$ cat config.mk
export PLATFORM = sky130hd
export DESIGN_NAME = mem_align_unit
export DESIGN_NICKNAME = d
export VERILOG_FILES = /design/src/rtl/mem_align_unit.sv
export SDC_FILE = /design/constraint.sdc
export NUM_CORES = 1
export LEC_CHECK = 0
export ABC_AREA = 1
export CORE_UTILIZATION = 29
export DETAILED_ROUTE_END_ITERATION = 10
export PLACE_DENSITY = 0.68
export SYNTH_ARGS = -nofsm -noshare
export SYNTH_HDL_FRONTEND = slang
export SYNTH_SLANG_ARGS = --single-unit
$ cat constraint.sdc
create_clock -name clk -period 2.7 [get_ports clk]
set_input_delay 0.81 -clock clk [delete_from_list [all_inputs] [get_ports clk]]
set_output_delay 0.81 -clock clk [all_outputs]
set_load 0.01 [all_outputs]
$ cat src/rtl/mem_align_unit.sv
// rtl/mem_align_unit.sv - memory-stage sequencer splitting misaligned loads/stores into byte accesses
// Aligned requests pass straight through; misaligned LH/LHU/SH/LW/SW become N single-byte accesses.
module mem_align_unit #(
  parameter int DM_ADDRESS = 9,
  parameter int DATA_W     = 32
) (
  input  logic                  clk,
  input  logic                  reset,
  input  logic                  req_read,
  input  logic                  req_write,
  input  logic [DM_ADDRESS-1:0] req_addr,
  input  logic [DATA_W-1:0]     req_wdata,
  input  logic [2:0]            req_funct3,
  output logic                  stall,
  output logic                  done,
  output logic [DATA_W-1:0]     load_data,
  output logic                  MemRead,
  output logic                  MemWrite,
  output logic [DM_ADDRESS-1:0] a,
  output logic [DATA_W-1:0]     wd,
  output logic [2:0]            Funct3,
  input  logic [DATA_W-1:0]     rd
);

  typedef enum logic {S_IDLE, S_SPLIT} state_t;

  state_t                state_q;
  logic [1:0]            idx_q;
  logic [1:0]            last_q;
  logic [DM_ADDRESS-1:0] base_q;
  logic [DATA_W-1:0]     wdata_q;
  logic [2:0]            funct3_q;
  logic                  is_read_q;
  logic [23:0]           acc_q;

  logic       req_any;
  logic       half_mis;
  logic       word_mis;
  logic       misaligned;
  logic [1:0] req_last;
  logic       split_last;
  logic [7:0] split_wbyte;
  logic [15:0] half_val;

  assign req_any     = req_read | req_write;
  assign half_mis    = ((req_funct3 == 3'b001) || (req_funct3 == 3'b101)) && req_addr[0];
  assign word_mis    = (req_funct3 == 3'b010) && (req_addr[1:0] != 2'b00);
  assign misaligned  = req_any && (half_mis || word_mis);
  assign req_last    = word_mis ? 2'd3 : 2'd1;
  assign split_last  = (idx_q == last_q);
  assign split_wbyte = wdata_q[{idx_q, 3'b000} +: 8];
  assign half_val    = {rd[7:0], acc_q[7:0]};

  always_comb begin
    stall     = 1'b0;
    done      = 1'b0;
    load_data = '0;
    MemRead   = 1'b0;
    MemWrite  = 1'b0;
    a         = '0;
    wd        = '0;
    Funct3    = 3'b000;
    if (!reset) begin
      if (state_q == S_IDLE) begin
        MemRead  = req_read;
        MemWrite = req_write & ~req_read;
        a        = req_addr;
        if (misaligned) begin
          stall  = 1'b1;
          Funct3 = req_read ? 3'b100 : 3'b000;
          wd     = req_read ? '0 : {{(DATA_W-8){1'b0}}, req_wdata[7:0]};
        end else begin
          done      = req_any;
          Funct3    = req_funct3;
          wd        = req_wdata;
          load_data = req_read ? rd : '0;
        end
      end else begin
        // Split byte accesses rely only on the latched request.
        MemRead  = is_read_q;
        MemWrite = ~is_read_q;
        a        = base_q + {{(DM_ADDRESS-2){1'b0}}, idx_q};
        Funct3   = is_read_q ? 3'b100 : 3'b000;
        wd       = is_read_q ? '0 : {{(DATA_W-8){1'b0}}, split_wbyte};
        stall    = ~split_last;
        done     = split_last;
        if (split_last && is_read_q) begin
          if (last_q == 2'd3)
            load_data = {rd[7:0], acc_q};
          else if (funct3_q == 3'b101)
            load_data = {{(DATA_W-16){1'b0}}, half_val};
          else
            load_data = {{(DATA_W-16){half_val[15]}}, half_val};
        end
      end
    end
  end

  always_ff @(posedge clk) begin
    if (reset) begin
      state_q   <= S_IDLE;
      idx_q     <= 2'd0;
      last_q    <= 2'd0;
      base_q    <= '0;
      wdata_q   <= '0;
      funct3_q  <= 3'b000;
      is_read_q <= 1'b0;
      acc_q     <= '0;
    end else begin
      case (state_q)
        S_IDLE: begin
          if (misaligned) begin
            state_q   <= S_SPLIT;
            idx_q     <= 2'd1;
            last_q    <= req_last;
            base_q    <= req_addr;
            wdata_q   <= req_wdata;
            funct3_q  <= req_funct3;
            is_read_q <= req_read;
            acc_q     <= {16'b0, rd[7:0]};
          end
        end
        S_SPLIT: begin
          if (split_last) begin
            state_q <= S_IDLE;
            idx_q   <= 2'd0;
          end else begin
            idx_q <= idx_q + 2'd1;
            case (idx_q)
              2'd1:    acc_q[15:8]  <= rd[7:0];
              2'd2:    acc_q[23:16] <= rd[7:0];
              default: acc_q        <= acc_q;
            endcase
          end
        end
        default: state_q <= S_IDLE;
      endcase
    end
  end

endmodule

==> flow_summary.toml <==
[outcome]
violations = "setup timing"
result_of_the_run = "finished, violations left"

[pwr]
power.internal_mw = 2.46
power.density_cell_area_nw_per_um2 = 415
power.net_switching_mw = 1.03
clockPowerShare = 0.348
total_leakage_power_nw = 3.53
total_power_mw = 3.48
pwr-share-seq = 0.335
p_comb_frac = 0.316
peakVddDrop_uv = 269
power.share.switching = 0.295

[worst_hold_path]
hold_path_startpoint = "funct3_q[1]"
hold_path.class = "flip-flop to flip-flop"
hold_end = "funct3_q[1]"
whs_path_depth = 2

[place]
place_ws_ns = -0.857
gpl_congestion = 0.851
dp_hpwl_um = 10700
dpl.cell_count = 1119
buffer_ports.inserted = 159

[global_route]
grt_antenna_before_repair = 0
grt_max_degree = 82
first_global_vias = 5470
grt_pass1_wl_um = 27100
grt.overflow.total = 0
gr-usage-all-layers = 0.211

[finish]
syn_to_final_growth_pct = 85.2
drive_gt1_frac = 0.376
final_common_cell = "sky130_fd_sc_hd__nand2_1"
final-seq-area_um2 = 1490
filler_cell_count = 1393
finish.cell_count_without_fillers = 1187
multi_input_logic_area_um2 = 3360
diodes = 0
commonest_non_fill_non_tap_cells_in_the_layout = "sky130_fd_sc_hd__nand2_1 (197), sky130_fd_sc_hd__buf_4 (96), sky130_fd_sc_hd__nor2_1 (93), sky130_fd_sc_hd__a21oi_1 (72), sky130_fd_sc_hd__dfxtp_1 (69)"
num-nets-final = 1079

[timing]
tightestPinTransition_ns = 0.816
setup-violations-final = 42
final_hold_viol_count = 0
period_minus_slack_ns = 2.81
worst_slack_ns = -0.105
layout_worst_path_cycle_share = 1.04
worst_slew_margin_rel = 0.456
timing.fmax_mhz = 356
timing.final.max_slew_violations = 0
finClkSkew_ns = 0.00376
rsz_0062_raised_after_global_routing = "true"

[critical_path]
start_kind = "primary input"
end_kind = "primary output"
r2r_start = "state_q"
timing.reg2reg.worst_path_depth = 8
critical_path.slowest_cell = "sky130_fd_sc_hd__buf_6"
critPathArrivalTime_ns = 2.00
worstSetupPathType = "primary input to primary output"
worstPathRequired_ns = 1.89
timing.critical_path.from = "req_addr[0]"
worst-path-max-fanout = 8
reg2reg_setup_slack_ns = 0.56
critical-path-top-cell-by-count = "sky130_fd_sc_hd__buf_6"
r2r-end = "base_q[0]"
max_stage_delay_ns = 0.16
timing.critical_path.cells = "buf_8 > inv_4 > nand2_4 > nand3_4 > nand2_4 > buf_6 > a21oi_4 > nand2_1 > buf_6 > buf_6 > nor2_4 > buf_6"

[logic_synthesis]
synthesis.area_per_instance_um2 = 6.16
ys_warn_count = 0
synth_area_um2 = 4530
dominantRegCellSynth = "sky130_fd_sc_hd__dfxtp_1"
synth-edff-count = 0
async_reset_ff_frac = 0
synth_seq_area_share = 0.327
postSynthNetCount = 821
post_synth_inst_count = 736
ys_types = 33
ys_ff_latch = 74

[drt]
vias_per_cell = 4.93
drt_first_pass_iters = 4
antenna_violating_nets_post_route = 0
drt-wirelength-per-cell_um = 15.4
route.detailed.drc = 0
drt-total-wl_um = 18300
drt_first_iter_violations = 286
route.vias.total = 5846

[die]
num_io_pins = 160
die_width_um = 127
placeableCoreArea_um2 = 15200
design.die.area_um2 = 16100
row_count = 45
die_y_um = 127
floorplan.initialDensity = 0.298

[cts]
cts_made_buffers = 9
count_of_h_tree_levels_built_during_cts = 3
clock-root-buffer = "sky130_fd_sc_hd__clkbuf_16"
max-clock-path-buffers = 2
clk-insertion-delay-late_ns = 0.33
total_clock_sinks = 74
cts.hold.buffers_added = 0
clkSlewWorstSetupHoldPaths_ns = 0.06
cts_tree = "built"

[flow_run]
drv_cap = 0
how the worst max path moves through the flow:
stage,end,slack [ns],depth (start not counted)
after floorplan,a[6],0.11,8
after global placement,load_data[2],-0.84,10
after detailed placement,load_data[2],-0.86,10
after CTS,wd[7],-0.13,12
after global routing,load_data[16],-0.15,12
final,wd[5],-0.11,12
power groups by stage:
stage	Clock (mW)	Combinational, mW	Sequential, mW
2_1_floorplan	0	0.380	1.18
3_3_place_gp	0	0.835	1.19
3_5_place_dp	0	0.838	1.19
4_1_cts	1.24	0.951	1.17
5_1_grt	1.29	1.18	1.17
6_report	1.21	1.10	1.17
cell usage after synthesis (2+ instances only):
library cell               count  area, µm²
sky130_fd_sc_hd__inv_1        31        116
sky130_fd_sc_hd__o211ai_1      8       60.1
sky130_fd_sc_hd__buf_6         5       56.3
sky130_fd_sc_hd__a21oi_1     103        515
sky130_fd_sc_hd__o21ai_0      36        180
sky130_fd_sc_hd__a31oi_1       2       12.5
sky130_fd_sc_hd__nand3_4       3       52.6
sky130_fd_sc_hd__nor2_1      118        443
sky130_fd_sc_hd__inv_2         4       15.0
sky130_fd_sc_hd__dfxtp_1      74       1480
sky130_fd_sc_hd__nand2_1     202        758
sky130_fd_sc_hd__nor3_1        4       20.0
sky130_fd_sc_hd__nand3_1      73        365
sky130_fd_sc_hd__clkbuf_1     19       71.3
sky130_fd_sc_hd__xnor2_1       2       17.5
sky130_fd_sc_hd__buf_2        22        110
sky130_fd_sc_hd__or2_2         3       18.8
sky130_fd_sc_hd__nor2_4        2       22.5
sky130_fd_sc_hd__ha_1          4       50.1
sky130_fd_sc_hd__xor2_1        2       17.5
sky130_fd_sc_hd__nand4_1       2       12.5
sky130_fd_sc_hd__buf_4         3       22.5
sky130_fd_sc_hd__nand2_2       4       25.0
cell families after synthesis:
| group | count (synthesis) | share of synthesized area |
|---|---|---|
| AND/OR/NAND/NOR | 415 | 0.386 |
| buffers and inverters | 87 | 0.0892 |
| flip-flops | 74 | 0.327 |
| adder cells (fa/ha/maj) | 5 | 0.0155 |
| XOR/XNOR | 5 | 0.0113 |
| AO/OA/AOI/OAI | 150 | 0.171 |
layer usage:
metal,global-route usage,routed length [µm]
met3,0.0398,959
met2,0.373,9320
met1,0.255,7490
met5,0,0
met4,0.0735,507
per-stage QoR:
step                hold slack (ns)  area (µm²)  setup TNS [ns]  utilization
finish                        0.455        8390           -3.30        0.552
floorplan                     0.428        4530               0            -
global placement              0.441        6890          -72.35        0.453
detailed placement            0.448        6890          -74.41        0.453
global route                  0.481        8390           -4.63        0.552
CTS                           0.458        7650           -2.22        0.503
registers in the layout (all words and copies together), names as in the netlist:
register / flops
acc_q: 24
base_q: 9
idx_q: 2
last_q: 2
funct3_q: 3
is_read_q: 1
state_q: 1
wdata_q: 32
critical path: cells and delay by family:
| kind | cells | cell delay, ns |
|---|---|---|
| buffers and inverters | 6 | 0.68 |
| AND/OR/NAND/NOR | 5 | 0.36 |
| AO/OA/AOI/OAI | 1 | 0.14 |
area by class of cell:
type                            instances  area share
Timing Repair Buffer                  297       0.339
Sequential cell                        74       0.178
Clock buffer                           12      0.0306
Inverter                               37      0.0182
Multi-Input combinational cell        575       0.401
Clock inverter                          4     0.00596
Tap cell                              188      0.0280
what timing repair did:
item                       CTS  global route
cloned                       8             1
setup endpoints to repair  123            94
resized for setup          419           172
pin swaps                   14            33
buffers inserted            37            11
Power figures use the tool's default switching activity.
